--- config.mk ---
export PLATFORM = sky130hd
export DESIGN_NAME = readin_ctrl
export DESIGN_NICKNAME = d
export VERILOG_FILES = /design/src/rtl/readin_ctrl.sv
export SDC_FILE = /design/constraint.sdc
export NUM_CORES = 1
export LEC_CHECK = 0
export ABC_AREA = 1
export CAP_MARGIN = 20
export CORE_MARGIN = 3
export CORE_UTILIZATION = 45
export CTS_CLUSTER_SIZE = 25
export DETAILED_ROUTE_END_ITERATION = 10
export GPL_ROUTABILITY_DRIVEN = 0
export PLACE_DENSITY = 0.68
export REMOVE_ABC_BUFFERS = 1
export SETUP_SLACK_MARGIN = 0.5
export SYNTH_ARGS = -nofsm -noshare
export SYNTH_HDL_FRONTEND = slang
export SYNTH_SLANG_ARGS = --single-unit
--- constraint.sdc ---
create_clock -name clk -period 2.2 [get_ports clk]
set_input_delay 0.22 -clock clk [delete_from_list [all_inputs] [get_ports clk]]
set_output_delay 0.22 -clock clk [all_outputs]
set_load 0.005 [all_outputs]
--- src/rtl/readin_ctrl.sv ---
// Round controller for the LED-drain reaction game: sequences IDLE/PLAY/RELOAD/OVER,
// picks a one-hot target from an LFSR, and scores one press per input window.
module readin_ctrl #(
  parameter int unsigned LIVES   = 3,
  parameter int unsigned SCORE_W = 8
) (
  input  logic               clk,
  input  logic               rst,
  input  logic               start,
  input  logic               readin_en,
  input  logic [3:0]         btn,
  output logic               shift_en,
  output logic [3:0]         target_led,
  output logic [SCORE_W-1:0] score,
  output logic [3:0]         lives,
  output logic               hit,
  output logic               miss,
  output logic               game_over
);

  typedef enum logic [1:0] {
    S_IDLE   = 2'd0,
    S_PLAY   = 2'd1,
    S_RELOAD = 2'd2,
    S_OVER   = 2'd3
  } state_t;

  state_t               state_q;
  logic [7:0]           lfsr_q;
  logic [1:0]           tgt_q;
  logic [3:0]           btn_prev_q;
  logic [SCORE_W-1:0]   score_q;
  logic [3:0]           lives_q;
  logic                 hit_q;
  logic                 miss_q;

  logic [3:0]           rise;
  logic [3:0]           tgt_oh;
  logic                 lfsr_fb;
  logic                 press;
  logic                 correct;

  always_comb begin
    rise    = btn & ~btn_prev_q;
    tgt_oh  = 4'b0001 << tgt_q;
    press   = |rise;
    correct = (rise == tgt_oh);
    lfsr_fb = lfsr_q[7] ^ lfsr_q[5] ^ lfsr_q[4] ^ lfsr_q[3];
  end

  always_ff @(posedge clk) begin
    if (rst) begin
      state_q    <= S_IDLE;
      lfsr_q     <= 8'h01;
      tgt_q      <= '0;
      btn_prev_q <= '0;
      score_q    <= '0;
      lives_q    <= '0;
      hit_q      <= 1'b0;
      miss_q     <= 1'b0;
    end else begin
      lfsr_q     <= {lfsr_q[6:0], lfsr_fb};
      btn_prev_q <= btn;
      hit_q      <= 1'b0;
      miss_q     <= 1'b0;
      case (state_q)
        S_IDLE, S_OVER: begin
          if (start) begin
            score_q <= '0;
            lives_q <= 4'(LIVES);
            tgt_q   <= lfsr_q[1:0];
            state_q <= S_PLAY;
          end
        end
        S_PLAY: begin
          // A closed window outranks any press seen in the same cycle.
          if (!readin_en || (press && !correct)) begin
            lives_q <= lives_q - 4'd1;
            miss_q  <= 1'b1;
            state_q <= (lives_q == 4'd1) ? S_OVER : S_RELOAD;
          end else if (press) begin
            if (score_q != '1) begin
              score_q <= score_q + {{(SCORE_W-1){1'b0}}, 1'b1};
            end
            hit_q   <= 1'b1;
            state_q <= S_RELOAD;
          end
        end
        S_RELOAD: begin
          tgt_q   <= lfsr_q[1:0];
          state_q <= S_PLAY;
        end
        default: state_q <= S_IDLE;
      endcase
    end
  end

  assign shift_en   = (state_q == S_PLAY);
  assign target_led = (state_q == S_PLAY) ? tgt_oh : 4'b0000;
  assign game_over  = (state_q == S_OVER);
  assign score      = score_q;
  assign lives      = lives_q;
  assign hit        = hit_q;
  assign miss       = miss_q;

endmodule

Word-level counts from Yosys, hierarchy flattened
Index checks and enable logic that the tools add are counted.
- bits of input ports: 8
- output and inout bits: 20
- memory bits (writable): 0
- latch bits: 0
- register bits after elaboration: 30
- memories: 0
- logic and storage cells: 62
- ROM bits: 0
- $mul: 0
- reductions and logical operators: 15
- bitwise operators: 6
- eq/ne operators: 12
- multiplexer cells: 18
- add/subtract/negate cells: 2
- magnitude comparators: 0
- divide/modulo/power cells: 0
- shifts and indexed selects: 1
- operator list (cell ; count):
    $mux W8 ; 4
    $pmux W8 S2 ; 1
    $mux W4 ; 3
    $add A8 B1 Y8 const B ; 1
    $mux W2 ; 4
    $ne A8 B8 Y1 const B ; 1
    $pmux W4 S2 ; 1
    $ne A2 B1 Y1 const B ; 3
    $pmux W2 S3 ; 1
    $reduce_and A5 Y1 ; 1
    $and A4 B4 Y4 ; 1
    $eq A2 B2 Y1 const B ; 2
    $eq A4 B1 Y1 const B ; 1
    $eq A4 B4 Y1 ; 1
    $ne A2 B2 Y1 const B ; 2
    $not A4 Y4 ; 1
    $pmux W2 S2 ; 1
    $reduce_and A2 Y1 ; 2
    $reduce_bool A2 Y1 ; 2
    $reduce_or A2 Y1 ; 2
    $reduce_or A4 Y1 ; 1
    $shl A1 B2 Y4 const A ; 1
    $sub A4 B1 Y4 const B ; 1
    $mux W1 ; 3
    other kinds (10) ; 13

Logic depth before layout (Yosys ltp)
- depth after elaboration: 8
- mapped depth: 13
- depth with buffers taken out: 12

Worst setup path before layout
No wires, ideal clock.
- path kind: reg-to-reg
- start: register state_q[0]
- end: register score_q[0], in the netlist score[0]
- data required time: 2.085 ns
- period minus slack after synthesis: 1.661 ns
- arrival: 1.546 ns
- path slack: 0.539 ns
- library setup time: 0.115 ns
- buffers on the path: 1
- cell stages (with the launch flop): 11
- path through: dfxtp_1 -> inv_1 -> ha_1 -> inv_1 -> nor2_1 -> a21oi_2 -> o21a_1 -> clkbuf_4 -> nand3_1 -> nand2_1 -> nor2_1
- longest elaborated chain between the ends: 4
- elaborated cells on any way between the ends: 11
- classes of those cells: 6 x eq/ne; 1 x mux; 4 x reduce/logical
- ends and longest elaborated chain (item ; line ; text):
    start, declared ; 28 ; state_t state_q;
    start signal, assigned ; 80 ; state_q <= (lives_q == 4'd1) ? S_OVER : S_RELOAD;
    $eq A2 B2 Y1 or $logic_not A2 Y1 (tied branches) ; 66 ; case (state_q)
    $reduce_or A2 Y1 ; 66 ;
    $ne A2 B2 Y1 (no line) or $reduce_bool A2 Y1 (tied branches) ; -- ;
    $reduce_and A5 Y1 (no line) ; -- ;
    end signal, assigned ; 83 ; score_q <= score_q + {{(SCORE_W-1){1'b0}}, 1'b1};
    end, declared ; 32 ; logic [SCORE_W-1:0] score_q;
Several ways; a longest one is shown, not always the timed one.
A chain may end at the register's enable or synchronous reset.

Worst setup path after layout
- start: register state_q[1]
- end: output target_led[2]
- longest elaborated chain between the ends: 2
- ends and longest elaborated chain (item ; line ; text):
    $eq A2 B1 Y1 ; 99 ; assign target_led = (state_q == S_PLAY) ? tgt_oh : 4'b0000;
    $mux W4 ; 99 ;
    end, declared ; 13 ; output logic [3:0] target_led,
No other way between the ends.

==> impl_metrics.ini <==
[floorplan]
die_w_um = 64.6
core_area_um2 = 3150
start_util_pct = 49.0
die_y_um = 64.6
num_rows = 20
die_area_um2 = 4170
ioPinCount = 28

[sta]
rsz0062_at_grt = yes
hold_viol = 0
finalSetupTns_ps = 0
drv_slew = 0
relSlewSlack_pct = 71.2
timing.fmax_mhz = 615
fin_crit_sh_pct = 73.9
fin_crit_ps = 1630
worstMarginPinSlew_ps = 432
finalClockSkew_ps = 6.16
setup-violations-final = 0
timing.hold.ws_ps = 411
finalWorstSetupSlack_ps = 573

[setup_path]
worstPathRequired_ps = 1980
worst-path-max-fanout = 5
worstSetupPathType = flop to output port
end_kind = output port
crit_start = state_q[1]
slowest_stage = dfxtp_2
max_stage_delay_ps = 350
start_kind = flop
path_cells = inv_2 -> ha_4 -> clkinvlp_4 -> nor2_1 -> dlygate4sd2_1
r2r_start = state_q[0]
cp.arrival_ps = 1410

[worst_hold_path]
hp-class = flop to flop
hold_path_startpoint = lfsr_q[6]

[logic_synthesis]
synth_edf_count = 0
synth_ff_type = dfxtp_1
synth_top_area_cell = dfxtp_1
yosys-top-cells-count = 44 x nor2_1, 40 x nand2_1, 32 x inv_1
ys_ff_latch = 30
synth_most_common_cell = nor2_1
yosysWarnings = 0
netlist_area_um2 = 1550
async_flop_share_pct = 0
synth_cells = 224
yosys.cell_types.count = 25
synth_area_leaders = dfxtp_1 39%, nor2_1 11%, nand2_1 9.7%
synth_top_area_share_pct = 38.9
syn_area_per_cell_um2 = 6.90
yosysSeqAreaShare_pct = 38.9

[routing]
drc = 0
num_vias = 1466
wl_mm = 3.33
vias_per_cell = 4.78
drt-wirelength-per-cell_um = 10.9
firstDrtPassIters = 4
drt_iter0_drc = 78
final_antenna_net_count = 0

[clock_network]
cts-root-buf = clkbuf_4
clk_path_buf_depth = 2
cts_hold_buffers = 0
cts_buffers = 5
cts_tree = built
cts-htree-levels = 2
clock-sinks = 30
path_clk_slew_ps = 100
clk_latency_ps = 330

[global_route]
grt.total_usage_pct = 17.7
grt_antenna_before_repair = 0
overflow = 0
grt_start_max_net_pins = 16
grt_pass1_wl_mm = 5.77
grt_pass1_vias = 1322

[power_and_ir_drop]
p_total_uw = 1990
p_leak_uw = 0.000922
powerDensity_nw_per_um2 = 971
vdd_drop_max_uv = 678

[final_layout]
final_cells = 307
drive_above_1_share_pct = 17.9
finalNetCount = 276
diodes = 0
syn2layout_area_growth_pct = 32.8

[placement]
dpl.cell_count = 290
dp_hpwl_mm = 2.27
io_buffers = 27
dp_slack_ps = 280

[status]
outcome = complete, no violations

[flow_run]
drv_cap = 0
[final cells by class]
type | count | area, um^2
fill | 303 | 1100
multi-input combinational | 154 | 843
sequential | 30 | 608
timing repair buffer | 37 | 350
inverter | 34 | 131
tap | 44 | 55.1
clock buffer | 6 | 51.3
clock inverter | 2 | 12.5
[report_power, final]
part / switching (uW) / internal, uW / leakage (uW)
registers: 103 / 640 / 0.000249
logic: 453 / 444 / 0.000639
clock network: 199 / 153 / 0.0000343
total: 755 / 1240 / 0.000922
[logic make-up after synthesis]
| kind of cell | Yosys count | synth area share (%) |
|---|---|---|
| and+or+nand+nor | 113 | 32.4 |
| xor gates and xnor gates | 5 | 2.83 |
| AOI/OAI and AO/OA | 29 | 10.4 |
| DFF | 30 | 38.9 |
| buffers and inverters | 41 | 10.7 |
| adders and majority gates | 6 | 4.86 |
[flip-flops by register name, indices dropped and copies added (netlist names)]
| name | flops |
|---|---|
| btn_prev_q | 4 |
| hit | 1 |
| lfsr_q | 8 |
| lives | 4 |
| miss | 1 |
| score | 8 |
| state_q | 2 |
| tgt_q | 2 |
[routing by layer]
layer | global-route usage [%] | routed length [um]
met1 | 23.2 | 1570
met2 | 27.2 | 1540
met3 | 4.51 | 180
met4 | 8.18 | 44
met5 | 0 | 0
[path summary, 6_finish.rpt]
path / end / cells after the start / slack (ps)
worst max-delay path: target_led[2] / 5 / 570
worst min-delay path: lfsr_q[7] / 2 / 410
worst max register to register: score[6] / 9 / 600
worst min register to register: lfsr_q[7] / 2 / 410
[stage by stage]
| step | area, um^2 | utilization, % |
|---|---|---|
| after floorplan | 1510 | - |
| after global placement | 1850 | 58.6 |
| after detailed placement | 1850 | 58.6 |
| after CTS | 1980 | 62.7 |
| after global routing | 2050 | 65.1 |
| final | 2050 | 65.1 |
[worst max-delay path, delay by kind of cell, from the launching register on]
| kind | cells | cell delay (ps) |
|---|---|---|
| buffers and inverters | 3 | 460 |
| flip-flops | 1 | 350 |
| AND/OR/NAND/NOR | 1 | 110 |
| adder cells (fa/ha/maj) | 1 | 160 |
[placed cells by master (no fill, tap or decap), drive strengths merged]
cell / Yosys / final
nand3b: 2 / 2
o21ai: 10 / 10
clkinvlp: 0 / 2
o21a: 2 / 3
a21oi: 16 / 16
buf: 1 / 10
ha: 6 / 6
clkinv: 0 / 1
nand2: 43 / 43
nand3: 16 / 16
inv: 34 / 33
dfxtp: 30 / 30
clkdlybuf4s50: 0 / 22
nand4: 3 / 3
dlygate4sd2: 0 / 5
clkbuf: 6 / 6
nor3: 3 / 3
a21o: 1 / 1
or2: 2 / 2
nor2: 44 / 44
xor2: 2 / 2
xnor2: 3 / 3
[timing repair]
action,4_1_cts,5_1_grt
setup endpoints to repair,13,14
pin swaps,4,2
gates cloned,0,1
gates resized for setup,15,16
buffers inserted,5,3
No activity file was read; power rests on OpenSTA's default activity.
